[src/rtl/pipelined_adder_sub.sv]
// pipelined_adder_sub: segmented ripple-carry adder/subtractor that resolves one carry segment per pipeline stage
module pipelined_adder_sub #(
  parameter int WIDTH     = 16,
  parameter int SEG_WIDTH = 4
) (
  input  logic             Clock,
  input  logic             Reset,
  input  logic             En,
  input  logic             in_valid,
  input  logic [WIDTH-1:0] A,
  input  logic [WIDTH-1:0] B,
  input  logic             C_in,
  input  logic             Sub,
  output logic             out_valid,
  output logic [WIDTH-1:0] sum,
  output logic             C_out,
  output logic             Overflow
);
  localparam int NUM_STAGES = WIDTH / SEG_WIDTH;
  localparam int L = NUM_STAGES - 1;
  if (SEG_WIDTH < 1 || WIDTH % SEG_WIDTH != 0) begin : g_bad_width
    $error("WIDTH must be a positive multiple of SEG_WIDTH");
  end
  logic [WIDTH-1:0]   r_a [NUM_STAGES];
  logic [WIDTH-1:0]   r_b [NUM_STAGES];
  logic [WIDTH-1:0]   r_s [NUM_STAGES];
  logic               r_c [NUM_STAGES];
  logic               r_v [NUM_STAGES];
  logic [SEG_WIDTH:0] w_seg [NUM_STAGES];
  logic [WIDTH-1:0]   w_s [NUM_STAGES];
  logic               w_c [NUM_STAGES];
  logic               w_ovf;
  always_comb begin
    for (int s = 0; s < NUM_STAGES; s++) begin
      w_seg[s] = {1'b0, r_a[s][s*SEG_WIDTH +: SEG_WIDTH]} + {1'b0, r_b[s][s*SEG_WIDTH +: SEG_WIDTH]}
               + {{SEG_WIDTH{1'b0}}, r_c[s]};
      w_s[s] = r_s[s];
      w_s[s][s*SEG_WIDTH +: SEG_WIDTH] = w_seg[s][SEG_WIDTH-1:0];
      w_c[s] = w_seg[s][SEG_WIDTH];
    end
  end
  // a^b^sum at the MSB recovers the carry into that bit
  assign w_ovf = r_a[L][WIDTH-1] ^ r_b[L][WIDTH-1] ^ w_s[L][WIDTH-1] ^ w_c[L];
  always_ff @(posedge Clock) begin
    if (Reset) begin
      for (int s = 0; s < NUM_STAGES; s++) r_v[s] <= 1'b0;
      out_valid <= 1'b0;
      sum       <= '0;
      C_out     <= 1'b0;
      Overflow  <= 1'b0;
    end else if (En) begin
      r_v[0] <= in_valid;
      r_a[0] <= A;
      r_b[0] <= Sub ? ~B : B;
      r_c[0] <= C_in ^ Sub;
      r_s[0] <= '0;
      for (int s = 1; s < NUM_STAGES; s++) begin
        r_v[s] <= r_v[s-1];
        r_a[s] <= r_a[s-1];
        r_b[s] <= r_b[s-1];
        r_c[s] <= w_c[s-1];
        r_s[s] <= w_s[s-1];
      end
      out_valid <= r_v[L];
      if (r_v[L]) begin
        sum      <= w_s[L];
        C_out    <= w_c[L];
        Overflow <= w_ovf;
      end
    end
  end
endmodule

[config.mk]
export PLATFORM = sky130hd
export DESIGN_NAME = pipelined_adder_sub
export DESIGN_NICKNAME = d
export VERILOG_FILES = /design/src/rtl/pipelined_adder_sub.sv
export SDC_FILE = /design/constraint.sdc
export NUM_CORES = 1
export LEC_CHECK = 0
export ABC_AREA = 1
export CAP_MARGIN = 0
export CORE_ASPECT_RATIO = 0.8
export CORE_MARGIN = 1
export CORE_UTILIZATION = 55
export CTS_BUF_LIST = sky130_fd_sc_hd__clkbuf_16
export CTS_CLUSTER_DIAMETER = 80
export DETAILED_ROUTE_END_ITERATION = 10
export PLACE_DENSITY_LB_ADDON = 0.08
export SLEW_MARGIN = 20
export SYNTH_ARGS = -nofsm -noshare
export SYNTH_HDL_FRONTEND = slang
export SYNTH_SLANG_ARGS = --single-unit
[constraint.sdc]
create_clock -name Clock -period 8.5 [get_ports Clock]
set_input_delay 2.125 -clock Clock [delete_from_list [all_inputs] [get_ports Clock]]
set_output_delay 2.125 -clock Clock [all_outputs]
set_load 0.02 [all_outputs]
==> metrics.txt, run 1 <==
outcome completed; DP HPWL 4110 um; Core ar. 8560 sq um; input/output buffers 56; ratio of cells with drive above 1 in the final layout 0.113; CTS tree yes; Slew headroom 0.306; maximum number of pins on one net before global-route repair 72; prevailing post-synth register cell edfxtp_1; Post-synth EDFFs 112; Final period util 0.515; Mapped Area 4880 sq um; # hold bufs at CTS 0; syn avg cell area 15.8 sq um; Place WS 3.66 ns; Layout Skew 0.00890 ns; Max Root-Sink Buffers 2; GP Congestion 0.721; initial antenna violation count 0; Initial Util 0.570; syn_nets 366; Fmax achieved 0.228 GHz; RSZ-0062 raised after global routing no; CP arrival 4.63 ns; FP Rows 30; Async S/R FF share, synth 0; CP Launch Point Reset; Synth top cells by count 112 x edfxtp_1, 35 x nor2_1, 25 x nand2_1, 20 x inv_1, 20 x xor2_1; Layout area overhead 26.2%; Fin. Hold Viols 0; GRT Util Overall 0.163; via count 2423; most numerous cell in the Yosys netlist edfxtp_1; Post-Route Utilization 0.719; Synth cell types 24; WS Path Type in -> reg; # DRC 0; Final setup viols 0; global-route wire length before repair 10800 um; WL final 6470 um; register bit count reported by yosys 131; Final nets 435; Synth area leader edfxtp_1; drt first pass iters 4; clock latency on the worst-skew pair 0.40 ns; die width 107 um; Synth top area share 0.689; Post-CTS Repair Setup Buffers 0; synth warn 0; Final min period 4.38 ns; Worst-path clk slew 0.06 ns; total leakage power 2.28 nW; R2R Path Start r_a[3][12]$_DFFE_PP_; Pins Over Slew Limit 0; # clock sinks 131; post-cts sizing count 0; Critical Path RT 8.75 ns; final worst slack 4.12 ns; post-route antenna net violation count 0; per-cell routed wire length 12.9 um; hold_sp r_a[2][13]$_DFFE_PP_; Max Cap Violations 0; total clock buffers created by CTS 17; sequential fraction of the synthesis area 0.767; synth top area cells edfxtp_1 69%, dfxtp_1 7.8%, xor2_1 3.6%; Pwr per Cell Area 257 nW/um^2; number of global-route vias before repair 2323; setup TNS 0 ns; IO Count 57; die height 86.2 um; ANT cells 0; Iteration-0 DRC Markers 115; CTS H-tree depth 4; actual slew at the worst max-slew pin 1.04 ns; CP Launch Type input pin; Peak VDD IR 192 uV; Worst setup EP type flip-flop; worst min-delay path class reg -> reg; CTS root buffer clkbuf_16; DR vias/cell 4.83; grt total ovfl 0; worst-path maximum fanout 71; Syn Inst Count 308; die area 9250 sq um
-- stage by stage --
stage | hold slack [ns] | power (mW) | cell area, sq um | cells
after floorplan | 0.400 | 0.818 | 4880 | 308
after global placement | 0.401 | 0.850 | 5540 | 470
after detailed placement | 0.405 | 0.855 | 5540 | 470
after CTS | 0.411 | 1.60 | 6160 | 502
after global routing | 0.416 | 1.64 | 6160 | 502
final | 0.412 | 1.58 | 6160 | 502
-- placed cells by master (no fill, tap or decap), drive strengths merged, types with 4 or more instances in the layout --
| master | n |
|---|---|
| clkbuf | 17 |
| clkinvlp | 4 |
| nor2 | 36 |
| o21ai | 19 |
| clkinv | 6 |
| bufinv | 4 |
| dfxtp | 19 |
| nand3 | 11 |
| a21oi | 8 |
| edfxtp | 112 |
| inv | 26 |
| ha | 12 |
| fa | 8 |
| clkdlybuf4s50 | 56 |
| xor2 | 20 |
| xnor2 | 4 |
| nand2 | 26 |
-- power breakdown --
group	internal (mW)	switching, mW	leakage [nW]
registers	0.738	0.0107	1.21
clock network	0.488	0.254	0.297
logic	0.0429	0.0489	0.765
total	1.27	0.314	2.28
-- critical path: stages --
cell and delay, ns:
clkdlybuf4s50_1 0.53, nor2_4 0.85, buf_4 0.82, inv_2 0.11, nor2_1 0.14
-- cell families after synthesis --
logic type / Yosys count / share of synthesized area
flip-flops: 131 / 0.767
XOR/XNOR: 24 / 0.0431
buffers and inverters: 32 / 0.0308
adder cells (fa/ha/maj): 20 / 0.0636
AO/OA/AOI/OAI: 27 / 0.0308
AND/OR/NAND/NOR: 74 / 0.0644
-- sequential cells by signal (all words and copies together) (netlist names) --
register,flops
r_a,40
r_b,40
r_s,24
sum,16
r_c,4
r_v,4
C_out,1
Overflow,1
out_valid,1
-- layer usage --
| layer | up-vias | wire, um | GRT usage |
|---|---|---|---|
| met4 | 0 | 83 | 0.0884 |
| met5 | - | 0 | 0 |
| met1 | 1142 | 2950 | 0.202 |
| li1 | 1215 | - | - |
| met2 | 58 | 3130 | 0.248 |
| met3 | 8 | 314 | 0.0662 |
-- path summary, 6_finish.rpt --
| check | slack [ns] | end | cells after the start |
|---|---|---|---|
| max reg2reg | 6.58 | Overflow$_SDFFE_PP0P_ | 9 |
| max | 4.12 | r_v[0]$_SDFFCE_PN0P_ | 5 |
| min reg2reg | 0.41 | r_a[3][13]$_DFFE_PP_ | 0 |
| min | 0.41 | r_a[3][13]$_DFFE_PP_ | 0 |
-- cell type report --
cell class                 instances  area (sq um)
clock buffer                      17           425
clock inverter                    15           194
fill                             569          2400
inverter                          25          93.8
multi-input combinational        145           992
sequential                       131          3740
tap                              112           140
timing repair buffer              57           568
Note: power is estimated with default switching activity, not from simulation.
==> run 2, diff against run 1 <==
Clock period 8.5 ns to 4.35 ns, I/O delays scaled along.
==> run 2 against run 1 <==
Net effect: first-iteration DRC count grew 37%; sequential power grew 95%; utilization grew 0.39 points; global-route usage is essentially flat; via count shrank 0.45%; clock-buffer cell count is the same; critical endpoint is now sum[14].
==> metrics.txt, run 2 (same netlist as run 1, synthesis figures left out) <==
Post-CTS Repair Setup Buffers 0 (unchanged); most frequent cells in the layout 112 x edfxtp_1, 56 x clkdlybuf4s50_1, 34 x nor2_1; FP Rows 30 (unchanged); via count 2412 (-0.45%); input/output buffers 56 (unchanged); Final min period 2.47 ns; CTS root buffer clkbuf_16; ratio of cells with drive above 1 in the final layout 0.110 (-0.00256); post-route antenna net violation count 0 (unchanged); total leakage power 2.29 nW (+0.69%); DP HPWL 3910 um (-4.9%); initial antenna violation count 0 (unchanged); outcome completed; Final nets 435 (unchanged); setup TNS 0 ns (unchanged); Critical Path RT 3.26 ns (-5.49 ns); Worst-path clk slew 0.05 ns (about the same); Final Hold Slack 0.416 ns (+0.00425 ns); clock latency on the worst-skew pair 0.40 ns (about the same); # hold bufs at CTS 0 (unchanged); Largest stage delay, worst path 0.62 ns (-0.23 ns); Final period util 0.568; switching share of power 0.193 (-0.00478); Fin. Hold Viols 0 (unchanged); Buf/Inv on CP 1 (-2); commonest non-fill, non-tap cell in the layout edfxtp_1; grt total ovfl 0 (unchanged); die width 107 um (unchanged); R2R Setup Slk 2.46 ns (-4.12 ns); Final setup viols 0 (unchanged); actual slew at the worst max-slew pin 1.02 ns (-0.0162 ns); CP arrival 1.38 ns (-3.25 ns); Iteration-0 DRC Markers 157 (+37%); Slew headroom 0.317 (+0.0103); DR vias/cell 4.80 (-0.45%); R2R Path Start r_a[3][12]$_DFFE_PP_; Max Root-Sink Buffers 2 (unchanged); Core ar. 8560 sq um (unchanged); total clock buffers created by CTS 17 (unchanged); drt first pass iters 6 (+2); # clock sinks 131 (unchanged); combinational share of power 0.057 (about the same); Filler cells 562 (-1.2%); CTS H-tree depth 4 (unchanged); Internal 2.54 mW (+100%); per-cell routed wire length 13.1 um (+1.7%); IO Count 57 (unchanged); global-route wire length before repair 10900 um (+0.90%); CP max stage cell clkdlybuf4s50_1; Pins Over Slew Limit 0 (unchanged); Fmax achieved 0.405 GHz; CP Launch Type flip-flop; Clk pwr share 0.478 (+0.009); CP cell instances clkdlybuf4s50_1; final worst slack 1.88 ns (-2.24 ns); WS Path Type reg -> out; Initial Util 0.570 (unchanged); GP Congestion 0.742 (+2.9%); die height 86.2 um (unchanged); Peak VDD IR 330 uV (+72%); Layout Skew 0.00914 ns (+0.000245 ns); ANT cells 0 (unchanged); sequential power share 0.465 (-0.008); maximum number of pins on one net before global-route repair 110 (+53%); WL final 6580 um (+1.7%); Worst setup EP type primary output; Post-Route Utilization 0.723 (+0.00395); switching power 609 uW (+94%); Layout area overhead 26.9%; die area 9250 sq um (unchanged); worst min-delay path class reg -> reg; post-cts sizing count 0 (unchanged); number of global-route vias before repair 2337 (+0.60%); # DRC 0 (unchanged); CP Launch Point sum[14]$_SDFFE_PP0P_; RSZ-0062 raised after global routing no; worst-path maximum fanout 2 (-97%); hold_sp r_s[1][1]$_DFFE_PP_; Largest regs r_a x40, r_b x40, r_s x24; CTS tree yes; power after layout 3.15 mW (+99%); Pwr per Cell Area 508 nW/um^2 (+98%); Top Family by Delay on Critical Path buffers and inverters; Place WS 1.58 ns (-2.08 ns); Max Cap Violations 0 (unchanged); GRT Util Overall 0.163 (about the same)
==> run 2: cell types whose count changed in the layout (fill, tap and decap cells not counted), sizes merged <==
| cell | before | now |
|---|---|---|
| bufinv | 4 | 5 |
| clkinvlp | 4 | 3 |
| clkinv | 6 | 5 |
| inv | 26 | 27 |
==> run 2: power groups by stage <==
stage / clock (mW) / sequential, mW / combinational [mW]
final: 1.50 / 1.46 / 0.180
after global routing: 1.59 / 1.47 / 0.202
after CTS: 1.54 / 1.46 / 0.183
after detailed placement: 0 / 1.49 / 0.181
after global placement: 0 / 1.49 / 0.176
after floorplan: 0 / 1.50 / 0.0969
==> run 2: final cells by class <==
class | instances | area (sq um) | area share
multi-input combinational | 145 | 992 | 0.160
sequential | 131 | 3740 | 0.605
inverter | 25 | 93.8 | 0.0152
clock buffer | 17 | 425 | 0.0687
clock inverter | 15 | 215 | 0.0348
timing repair buffer | 57 | 581 | 0.0938
tap | 112 | 140 | 0.0226
==> run 2: final timing paths <==
path                            to  cells after the start
max                        sum[14]                      1
min            r_s[2][1]$_DFFE_PP_                      0
max reg2reg  Overflow$_SDFFE_PP0P_                      9
min reg2reg    r_s[2][1]$_DFFE_PP_                      0
==> run 2: metrics by stage <==
| step | cells | instance area (sq um) |
|---|---|---|
| 2_1_floorplan | 308 | 4890 |
| 3_3_place_gp | 470 | 5550 |
| 3_5_place_dp | 470 | 5550 |
| 4_1_cts | 502 | 6190 |
| 5_1_grt | 502 | 6190 |
| 6_report | 502 | 6190 |
==> run 2: per-layer routing <==
metal / share of wire / track usage / up-vias
met1: 0.45 / 0.205 / 1131
met2: 0.50 / 0.255 / 57
met5: 0 / 0 / -
met4: 0.010 / 0.0648 / 0
li1: - / - / 1218
met3: 0.045 / 0.0677 / 6
